File: src/rtl/cmd_arb.sv
// Two-requester command arbiter: round-robin grant, one outstanding command,
// fixed-latency response capture, per-requester response hold until acknowledged.
module cmd_arb #(
  parameter int unsigned RSP_LAT = 1,
  parameter int unsigned ERR_BIT = 31
) (
  input  logic        clk,
  input  logic        rst,
  input  logic [1:0]  req_valid,
  input  logic [31:0] req_cmd0,
  input  logic [31:0] req_cmd1,
  output logic [1:0]  req_ready,
  output logic        run,
  output logic [31:0] cmd,
  input  logic [31:0] rsp,
  output logic [1:0]  rsp_valid,
  output logic [31:0] rsp_data,
  input  logic [1:0]  rsp_ack,
  output logic        busy,
  output logic [15:0] err_cnt
);

  typedef enum logic [1:0] {IDLE, ISSUE, WAIT, RESP} state_t;

  localparam logic [3:0] LAT = 4'(RSP_LAT);

  state_t     state;
  logic [3:0] cnt;
  logic       gnt_idx;
  logic       last_gnt;
  logic       pick;

  // Tie goes to whoever was not served last; a lone requester always wins.
  always_comb begin
    pick = 1'b0;
    if (req_valid == 2'b11) pick = ~last_gnt;
    else                    pick = ~req_valid[0];
  end

  // Accept strobe is combinational so the requester sees it in the grant cycle.
  assign req_ready = (state == IDLE && !rst && |req_valid) ?
                     (pick ? 2'b10 : 2'b01) : 2'b00;
  assign busy = (state != IDLE);

  always_ff @(posedge clk) begin
    if (rst) begin
      state     <= IDLE;
      run       <= 1'b0;
      cmd       <= '0;
      rsp_valid <= 2'b00;
      rsp_data  <= '0;
      err_cnt   <= '0;
      cnt       <= '0;
      last_gnt  <= 1'b1;
      gnt_idx   <= 1'b0;
    end else begin
      case (state)
        IDLE: begin
          if (|req_valid) begin
            gnt_idx  <= pick;
            last_gnt <= pick;
            cmd      <= pick ? req_cmd1 : req_cmd0;
            run      <= 1'b1;
            state    <= ISSUE;
          end
        end
        ISSUE: begin
          run   <= 1'b0;
          cnt   <= LAT;
          state <= WAIT;
        end
        WAIT: begin
          if (cnt == 4'd1) begin
            rsp_data  <= rsp;
            if (rsp[ERR_BIT] && err_cnt != 16'hFFFF)
              err_cnt <= err_cnt + 16'd1;
            rsp_valid <= gnt_idx ? 2'b10 : 2'b01;
            cnt       <= '0;
            state     <= RESP;
          end else begin
            cnt <= cnt - 4'd1;
          end
        end
        RESP: begin
          // Only the owner of the outstanding command can retire it.
          if (rsp_ack[gnt_idx]) begin
            rsp_valid <= 2'b00;
            state     <= IDLE;
          end
        end
        default: state <= IDLE;
      endcase
    end
  end

endmodule

File: config.mk
export PLATFORM = sky130hd
export DESIGN_NAME = cmd_arb
export DESIGN_NICKNAME = d
export VERILOG_FILES = /design/src/rtl/cmd_arb.sv
export SDC_FILE = /design/constraint.sdc
export NUM_CORES = 1
export LEC_CHECK = 0
export BUFFER_PORTS_ARGS = -buffer_cell sky130_fd_sc_hd__buf_2
export CAP_MARGIN = 0
export CELL_PAD_IN_SITES_DETAIL_PLACEMENT = 0
export CELL_PAD_IN_SITES_GLOBAL_PLACEMENT = 1
export CORE_ASPECT_RATIO = 1.4
export CORE_UTILIZATION = 35
export DETAILED_ROUTE_END_ITERATION = 8
export PLACE_DENSITY = 0.95
export SLEW_MARGIN = 15
export SYNTH_ARGS = -nofsm -noshare
export SYNTH_HDL_FRONTEND = slang
export SYNTH_SLANG_ARGS = --single-unit
File: constraint.sdc
create_clock -name clk -period 4.8 [get_ports clk]
set_input_delay 0.24 -clock clk [delete_from_list [all_inputs] [get_ports clk]]
set_output_delay 0.24 -clock clk [all_outputs]
set_load 0.02 [all_outputs]
# Yosys cells after proc, flatten, opt, wreduce, memory -nomap -nowiden
# Cells that the tools add are included.
# totals
regBits	91
inputBits	102
# op_classes
addsub	2
order_cmp	1
n_eq_ne	9
n_mux	17
n_bitwise	2
n_reduce_logical	16
# ops
operator	n
32-bit 2-to-1 mux	1
16-bit by 1-bit adder with 16-bit output, second input constant	1
16-bit inequality test, second input constant	1
2-bit 2-to-1 mux	7
3-bit AND reduction	3
2-bit case mux with 4 select lines	1
4-bit case mux with 2 select lines	1
2-bit nonzero test	4
2-bit == test, second input constant	3
2-bit AND reduction	3
4-bit by 1-bit == test with 1-bit output, second input constant	1
1-bit 2-to-1 mux	4
4-bit 2-to-1 mux	1
2-bit inequality test, second input constant	2
2-bit case mux with 2 select lines	1
4-bit by 1-bit subtractor with 4-bit output, second input constant	1
1-bit logical AND	3
2-bit by 1-bit == test with 1-bit output, second input constant	1
2-bit zero test	1
1-bit by 2-bit < comparator with 1-bit output, second input constant	1
2-bit by 1-bit inequality test with 1-bit output, second input constant	1
1-bit inverter	2
1-bit case mux with 2 select lines	1
2-bit OR reduction	1
1-bit zero test	1

# Depth between registers and ports, before layout
# depth
word_depth	4
ltp_mapped	8

# Least setup slack after synthesis
# Ideal clock, no wire load.
# synth_path
path_kind	register to register
startpoint	register state[0]
endpoint	register err_cnt[5]
setup_time_ns	0.121
t_arrival_ns	1.909
path_slack_ns	2.770
stages_incl_launch_ff	9
path_buffers	2
path_cell_list	dfxtp_1 -> inv_1 -> ha_1 -> buf_4 -> nor4bb_1 -> buf_2 -> nand2_1 -> nor4b_1 -> mux2_2
# synth_via
elab_chain_cells	2
# synth_rtl
item	line	rtl
from (decl)	27	state_t state;
from (signal assigned)	47	state <= IDLE;
from (signal assigned)	64	state <= ISSUE;
from (signal assigned)	70	state <= WAIT;
2-bit == test	57	case (state)
3-bit AND reduction (no source line)	-	
to (signal assigned)	76	err_cnt <= err_cnt + 16'd1;
to (decl)	20	output logic [15:0] err_cnt
# Every way passes these cells.
# A chain may end at the register's enable or synchronous reset.

# Worst setup path after layout
# Ends and elaborated chain as after synthesis.

==> flow_metrics.env <==
export IMPL_yosysWarnings=0
export IMPL_drc=0
export IMPL_rsz0062_at_grt="false"
export IMPL_grt_pass1_vias=3540
export IMPL_drtIter0Drc=125
export IMPL_critPathBufInv=2
export IMPL_cts_setup_buffers=0
export IMPL_critPathKind="flop to flop"
export IMPL_slew_violations=0
export IMPL_drive_gt1_share_pct=34.4
export IMPL_register_area_mm2=0.00182
export IMPL_crit_path_cell_trace="inv_1 > ha_1 > nor4bb_4 > buf_4 > nand2_1 > nor4b_1 > mux2_2"
export IMPL_synth_common_cells="dfxtp_1, nand2_1, nor2_1"
export IMPL_design_core_area_mm2=0.0109
export IMPL_worst_setup_path_start_kind="flop"
export IMPL_drtPass1Iterations=4
export IMPL_critPathCaptureType="flop"
export IMPL_synthDistinctLibCells=40
export IMPL_final_hold_viol_count=0
export IMPL_num_vias=3930
export IMPL_cts_tree="done"
export IMPL_fin_util_pct=49.3
export IMPL_die_h_um=127
export IMPL_synth_top_area_share_pct=46.3
export IMPL_synth_edf_count=0
export IMPL_nets=739
export IMPL_fp_row_count=45
export IMPL_clock_skew_ps=6.11
export IMPL_syn2layout_area_growth_pct=36.1
export IMPL_multi_input_area_mm2=0.00199
export IMPL_cts_resized_gates=0
export IMPL_seq_area_frac_synth_pct=46.3
export IMPL_synth_area_mm2=0.00394
export IMPL_p_leak_nw=2.43
export IMPL_slew_headroom_pct=35.9
export IMPL_cp_slowest_cell="nor4bb_4"
export IMPL_syn_instance_count=457
export IMPL_yosys_cell_count_top_type="dfxtp_1"
export IMPL_hold_class="primary input to flop"
export IMPL_start_util_pct=36.2
export IMPL_place_congestion=0.780
export IMPL_hold_worst_slack_ps=132
export IMPL_yosys_most_used_dff="dfxtp_1"
export IMPL_clk_pin_slew_ps=60
export IMPL_yosys_area_top_type="dfxtp_1"
export IMPL_tns_ps=0
export IMPL_drv_cap=0
export IMPL_die_area_mm2=0.0117
export IMPL_synth_area_leaders="dfxtp_1, mux2i_1, a211oi_1"
export IMPL_clk_path_buf_depth=2
export IMPL_postRouteAntennaNets=0
export IMPL_grtUsageTotal_pct=18.2
export IMPL_ys_seq_elements=91
export IMPL_layout_worst_path_cycle_share_pct=61.8
export IMPL_fp_dieW_um=91.6
export IMPL_fin_crit_ps=2970
export IMPL_cpPeakStageDelay_ps=690
export IMPL_cts_hold_fix_buffers=0
export IMPL_fill_cells=1045
export IMPL_cts_sinks=91
export IMPL_power_density_mw_per_mm2=505
export IMPL_diodes=0
export IMPL_finalPower_mw=2.70
export IMPL_vdd_drop_max_mv=0.244
export IMPL_viasPerCell=5.07
export IMPL_drt_total_wl_um=10700
export IMPL_crit_required_ps=5030
export IMPL_cts_root_buf="clkbuf_16"
export IMPL_grt_pass1_wl_um=16800
export IMPL_numCtsBuffers=9
export IMPL_placed_area_mm2=0.00499
export IMPL_antenna_found_initial=0
export IMPL_grt_max_degree=56
export IMPL_worst_slew_pin_slew_ps=962
export IMPL_grt_ovfl_total=0
export IMPL_syn_avg_cell_area_um2=8.61
export IMPL_async_flop_share_pct=0
export IMPL_cpLargestDelayFamily="simple AND/OR/NAND/NOR gates"
export IMPL_setup_violations_final=0
export IMPL_final_cell_area_mm2=0.00536
export IMPL_io_pin_count=188
export IMPL_run_status="finished, final reports clean"
export IMPL_dpl_hpwl_um=7820
export IMPL_synth_nets=567
export IMPL_clock_latency_ps=340
export IMPL_crit_arrival_ps=3200
export IMPL_io_buffers=187
export IMPL_fmax_mhz=337
export IMPL_cp_max_fo=24
export IMPL_htreeDepth=3
export IMPL_routedWlPerCell_um=13.8
## stage by stage
| stage | setup WS, ps | instances |
|---|---|---|
| 4_1_cts | 1800 | 775 |
| 5_1_grt | 1560 | 775 |
| 3_5_place_dp | 1840 | 759 |
| 2_1_floorplan | 2770 | 457 |
| 6_report | 1830 | 775 |
| 3_3_place_gp | 1940 | 759 |
## cells by family (layout without fill, tap and decap cells)
family / after synthesis / count (layout) / share of synthesized area, %
compound gates: 109 / 109 / 17.4
fa+ha+maj: 8 / 8 / 2.54
buf+inv: 39 / 216 / 4.01
flops: 91 / 91 / 46.3
mux: 37 / 37 / 9.51
simple gates: 173 / 173 / 20.3
## worst reg2reg max path: stages, from the launching register on
cell      delay [ps]
dfxtp_1          340
inv_1            110
ha_1             360
nor4bb_4         690
buf_4            390
nand2_1          240
nor4b_1          370
mux2_2           370
## cells in the final DEF (no fill, tap or decap), types with 4 or more instances in the layout
master,instances
nand2_1,70
ha_1,8
a21oi_1,49
buf_4,5
nor4_1,4
a211oi_1,35
or4_1,5
nand3_1,6
nand4_1,6
nor3_1,8
mux2i_1,34
o31ai_1,7
buf_2,187
nor2_1,53
o21ai_0,6
dfxtp_1,91
inv_1,8
clkbuf_16,9
bufinv_16,4
## layout make-up
cell class | count | share of cell area (%)
clock inverters | 7 | 2.62
multi-input cells | 327 | 37.1
well taps | 141 | 3.29
clock buffers | 9 | 4.20
flip-flops and latches | 91 | 34.0
repair buffers | 192 | 18.2
inverters | 8 | 0.561
## where the power goes
| part | internal, mW | switching (mW) | total (mW) |
|---|---|---|---|
| registers | 0.908 | 0.0876 | 0.996 |
| clock network | 0.560 | 0.296 | 0.857 |
| logic | 0.307 | 0.544 | 0.851 |
## path summary, 6_finish.rpt
path / cells past startpoint / from / slack (ps) / endpoint
worst max-delay path: 7 / state[0] / 1830 / err_cnt[5]
worst min-delay path: 3 / rsp[26] / 130 / rsp_data[26]
worst max register to register: 7 / state[0] / 1830 / err_cnt[5]
worst min register to register: 2 / rsp_data[18] / 450 / rsp_data[18]
## registers in the layout (all words and copies together) (netlist names)
name,cells
rsp_valid,2
last_gnt,1
rsp_data,32
err_cnt,16
gnt_idx,1
state,2
run,1
cmd,32
cnt,4
## layer usage
| layer | vias to the layer above | track usage (%) | share of wire [%] |
|---|---|---|---|
| li1 | 1981 | - | - |
| met5 | - | 0 | 0 |
| met3 | 20 | 6.37 | 8.7 |
| met4 | 0 | 8.78 | 2.2 |
| met1 | 1769 | 19.7 | 40 |
| met2 | 160 | 31.4 | 49 |
(Power assumes the default switching activity.)
